[src/rtl/mem_stage.sv]
// mem_stage: MEM pipeline stage with word-addressed data memory and MEM/WB register.
// Define SRAM_WAIT_EN to add a wait-state FSM that freezes the pipeline for WAIT_CYCLES per access.
module mem_stage #(
    parameter int DEPTH       = 64,
    parameter int BASE_ADDR   = 1024,
    parameter int WAIT_CYCLES = 3
) (
    input  logic        clk,
    input  logic        rst,
    input  logic [31:0] alu_res_MEM,
    input  logic [31:0] rm_val_MEM,
    input  logic [3:0]  dest_MEM,
    input  logic        WB_EN_MEM,
    input  logic        MEM_R_EN_MEM,
    input  logic        MEM_W_EN_MEM,
    output logic [31:0] alu_res_WB,
    output logic [31:0] mem_data_WB,
    output logic [3:0]  dest_WB,
    output logic        WB_EN_WB,
    output logic        MEM_R_EN_WB,
    output logic [31:0] val_WB,
    output logic        freeze
);
    localparam int AW = DEPTH > 1 ? $clog2(DEPTH) : 1;
    localparam logic [31:0] LO = 32'(BASE_ADDR);
    localparam logic [31:0] HI = 32'(BASE_ADDR + 4 * DEPTH);

    if (WAIT_CYCLES < 1) begin : g_bad_wait_cycles
        $error("mem_stage: WAIT_CYCLES must be >= 1");
    end

    // Contents are not touched by reset; zero only as the power-up value.
    logic [31:0] mem [DEPTH] = '{default: 32'h0};

    logic [31:0] off;
    logic [AW-1:0] idx;
    logic in_range, is_ld, commit;

    always_comb begin
        off      = alu_res_MEM - LO;
        idx      = AW'(off >> 2);
        in_range = (alu_res_MEM >= LO) && (alu_res_MEM < HI);
        is_ld    = MEM_R_EN_MEM & ~MEM_W_EN_MEM;
        commit   = ~freeze;
    end

    always_ff @(posedge clk) begin
        if (!rst && commit && MEM_W_EN_MEM && in_range)
            mem[idx] <= rm_val_MEM;
    end

    always_ff @(posedge clk) begin
        if (rst) begin
            alu_res_WB  <= '0;
            mem_data_WB <= '0;
            dest_WB     <= '0;
            WB_EN_WB    <= 1'b0;
            MEM_R_EN_WB <= 1'b0;
        end else if (commit) begin
            alu_res_WB  <= alu_res_MEM;
            mem_data_WB <= (is_ld && in_range) ? mem[idx] : '0;
            dest_WB     <= dest_MEM;
            WB_EN_WB    <= WB_EN_MEM;
            MEM_R_EN_WB <= is_ld;
        end else begin
            WB_EN_WB    <= 1'b0;
            MEM_R_EN_WB <= 1'b0;
        end
    end

    assign val_WB = MEM_R_EN_WB ? mem_data_WB : alu_res_WB;

`ifdef SRAM_WAIT_EN
    localparam int CW = $clog2(WAIT_CYCLES + 1);
    typedef enum logic [1:0] {IDLE, WAIT, DONE} state_t;
    state_t state, state_n;
    logic [CW-1:0] cnt, cnt_n;
    logic access;

    assign access = MEM_R_EN_MEM | MEM_W_EN_MEM;

    always_ff @(posedge clk) begin
        if (rst) begin
            state <= IDLE;
            cnt   <= '0;
        end else begin
            state <= state_n;
            cnt   <= cnt_n;
        end
    end

    // Freeze covers IDLE plus WAIT_CYCLES-1 WAIT cycles; DONE is the commit cycle.
    always_comb begin
        state_n = state;
        cnt_n   = cnt;
        freeze  = 1'b0;
        case (state)
            IDLE: if (access) begin
                freeze  = 1'b1;
                cnt_n   = CW'(1);
                state_n = (WAIT_CYCLES == 1) ? DONE : WAIT;
            end
            WAIT: begin
                freeze = 1'b1;
                cnt_n  = cnt + 1'b1;
                if (cnt == CW'(WAIT_CYCLES - 1)) state_n = DONE;
            end
            DONE:    state_n = IDLE;
            default: state_n = IDLE;
        endcase
    end
`else
    assign freeze = 1'b0;
`endif
endmodule

[config.mk]
export PLATFORM = sky130hd
export DESIGN_NAME = mem_stage
export DESIGN_NICKNAME = d
export VERILOG_FILES = /design/src/rtl/mem_stage.sv
export SDC_FILE = /design/constraint.sdc
export NUM_CORES = 2
export LEC_CHECK = 0
export ABC_AREA = 0
export CAP_MARGIN = 20
export CORE_UTILIZATION = 57
export CTS_CLUSTER_DIAMETER = 100
export DETAILED_ROUTE_END_ITERATION = 8
export PLACE_DENSITY_LB_ADDON = 0.1
export SLEW_MARGIN = 10
export SYNTH_ARGS = -nofsm -noshare
export SYNTH_HDL_FRONTEND = slang
export SYNTH_SLANG_ARGS = --single-unit
[constraint.sdc]
create_clock -name clk -period 4.72 [get_ports clk]
set_clock_uncertainty 0.15 [all_clocks]
set_input_delay 1.18 -clock clk [delete_from_list [all_inputs] [get_ports clk]]
set_output_delay 1.18 -clock clk [all_outputs]
set_load 0.01 [all_outputs]
==> impl_metrics.yaml <==
status:
  outcome: "complete, no violations"
clock_network:
  clock_path_buffers: 3
  postCtsSetupBuffers: 0
  worst_skew_pair.late_latency_ns: 0.83
  cts_hold_buf: 0
  clockRootBuffer: "clkbuf_16"
  cts_buffers: 204
  post_cts_resized: 0
  cts_tree: "done"
  cts.sinks: 2118
  clkTransAtPathRegs_ns: 0.06
  cts-htree-levels: 4
finish:
  finish.utilization_pct: 67.2
  finish.instance_area_um2: 94200
  mostFrequentLayoutCells: "edfxtp_1, mux2i_1, mux4_2"
  final_nets: 4582
  drive_gt1_share_pct: 21.6
  fill_cells: 9237
  area_delta_synth_final_pct: 16.5
  final_common_cell: "edfxtp_1"
yosys:
  syn_nets: 4197
  dominantRegCellSynth: "edfxtp_1"
  synth.largest_area_cell: "edfxtp_1"
  syn_avg_cell_area_um2: 19.6
  ys_async_sr_fraction_pct: 0
  synth_area_um2: 80900
  synth_seq_cells: 2118
  synth_top_area_share_pct: 76.0
  yosysSeqAreaShare_pct: 77.7
  synth_edf_count: 2048
  syn_inst: 4124
  ys_warn_count: 0
  ys_types: 61
  synth_area_leaders: "edfxtp_1, mux4_2, mux2i_1, dfxtp_1, a22o_1"
timing:
  tightestPinTransition_ns: 1.19
  hold_slack_ns: 0.554
  min_period_ns: 4.02
  fin_crit_sh_pct: 85.2
  finalHoldViolations: 0
  tns_ns: 0
  fmax_mhz: 249
  relSlewSlack_pct: 19.6
  rsz0062_at_grt: "false"
  setup_viol: 0
  drv_slew: 0
power:
  power_mw: 38.6
  leakage_nw: 30.2
  ir_drop_mv: 0.351
  p_per_area_nw_per_um2: 410
  sw_frac_of_total_pct: 21.2
  power.switching_mw: 8.17
  p_comb_share_pct: 4.9
  seq_power_share_pct: 53.4
  p_int_mw: 30.4
  clockPowerShare_pct: 41.7
setup_path:
  critical_path.endpoint: "val_WB[14]"
  r2r_start: "mem[9][27]"
  r2r_end: "mem_data_WB[27]"
  ff2ff_setup_slack_ns: 2.08
  cp-start-kind: "flop"
  crit_path_max_fanout: 33
  crit_start: "MEM_R_EN_WB"
  cp.required_ns: 3.39
  arrival_ns: 2.69
  crit_type: "reg2out"
  end_kind: "output port"
  ff2ff_path_depth: 4
drt:
  maxUsedRoutingLayer: "met5"
  wl_met3_um: 24200
  wl_met1_um: 91100
  antenna_left: 0
  dr_wl_met2_um: 103000
  wl_um: 226000
  first_pass_iters: 6
  vias: 43800
  first_iter_violations: 6598
  wl_per_cell_um: 34.4
  drc_errors: 0
  via_per_inst: 6.67
global_route:
  grt_max_degree: 105
  antenna_found_initial: 25
  overflow: 0
  grt_pass1_vias: 41600
  grt_pass1_wl_um: 317000
  grt_usage_pct: 31.9
die:
  num_rows: 137
  fp.dieW_um: 379
  core_region_area_um2: 140000
  die_h_um: 379
  die_area_um2: 143000
  initial_core_util_pct: 57.7
  ios: 176
place:
  io_buffers: 174
  place_area_um2: 87600
  dp_hpwl_um: 142000
  gp_congestion: 0.937
job:
  max_cap_viol_count: 0
worst_hold_path:
  hold_path_class: "in2reg"
==> per-layer routing <==
layer / global-route usage [%] / vias up
met5: 0 / -
met2: 47.6 / 2508
li1: - / 18000
met4: 10.2 / 20
met3: 6.89 / 331
met1: 47.3 / 22900
==> power by group through the flow <==
stage                     combinational, mW  clock (mW)  sequential [mW]
after floorplan                       0.859           0             21.0
after global placement                 1.84           0             21.0
after detailed placement               1.86           0             21.0
after CTS                              1.87        16.3             20.6
after global routing                   1.96        16.9             20.6
final                                  1.89        16.1             20.6
==> worst max-delay path, stage by stage, from the launching register on <==
cell	delay [ns]
dfxtp_2	0.94
mux2_2	0.41
clkdlybuf4s50_1	0.49
==> cell families (layout without fill, tap and decap cells) <==
| group | count (synthesis) | count (layout) | share of synthesized area [%] |
|---|---|---|---|
| AO/OA/AOI/OAI | 679 | 679 | 6.05 |
| AND/OR/NAND/NOR | 494 | 494 | 3.79 |
| other | 1 | 6 | 0.00463 |
| flip-flops | 2118 | 2118 | 77.7 |
| buffers and inverters | 285 | 849 | 1.72 |
| multiplexers | 547 | 547 | 10.7 |
==> worst min-delay path by stage <==
stage / startpoint / endpoint / slack [ns] / cells past startpoint
5_1_grt: rst / dest_WB[2] / 0.54 / 2
6_report: rst / alu_res_WB[30] / 0.55 / 2
2_1_floorplan: mem[58][0] / mem_data_WB[0] / 0.50 / 4
4_1_cts: rst / alu_res_WB[30] / 0.51 / 2
3_3_place_gp: mem[49][15] / mem_data_WB[15] / 0.56 / 3
3_5_place_dp: mem[49][15] / mem_data_WB[15] / 0.55 / 3
==> layout make-up <==
cell class / count / area (µm²) / share of cell area, %
Antenna cell: 5 / 12.5 / 0.0133
Tap cell: 1876 / 2350 / 2.49
Clock inverter: 117 / 1090 / 1.15
Multi-Input combinational cell: 1721 / 17200 / 18.3
Inverter: 3 / 11.3 / 0.0119
Sequential cell: 2118 / 62900 / 66.7
Clock buffer: 268 / 5540 / 5.88
Timing Repair Buffer: 461 / 5140 / 5.45
==> per-stage QoR <==
stage	std cells	worst slack (ns)
after detailed placement	6176	-0.0255
after global routing	6564	0.598
after global placement	6174	-0.0272
after CTS	6561	0.622
after floorplan	4124	0.403
final	6569	0.700
==> Yosys cell counts (all sizes together), types with 3 or more instances <==
library cell and number:
nor3b 88, nand3 35, nand3b 4, a22oi 82, a21oi 57, or3b 29
nand2b 7, and3b 4, mux2 34, inv 3, or2 3, nand4 5
nor4b 5, a221o 27, nor2b 39, mux4 252, clkbuf 118, nor3 7
o22ai 127, edfxtp 2048, nor4 10, a41oi 32, mux2i 261, o2111ai 28
nor2 84, a31oi 5, and4b 28, o21ai 117, a221oi 67, and3 87
o22a 6, dfxtp 70, a22o 117, nand2 50, buf 164
==> registers in the layout, indices dropped and copies added, names as in the netlist <==
register     cells
MEM_R_EN_WB      1
WB_EN_WB         1
alu_res_WB      32
dest_WB          4
mem           2048
mem_data_WB     32
No activity file was read; power rests on OpenSTA's default activity.
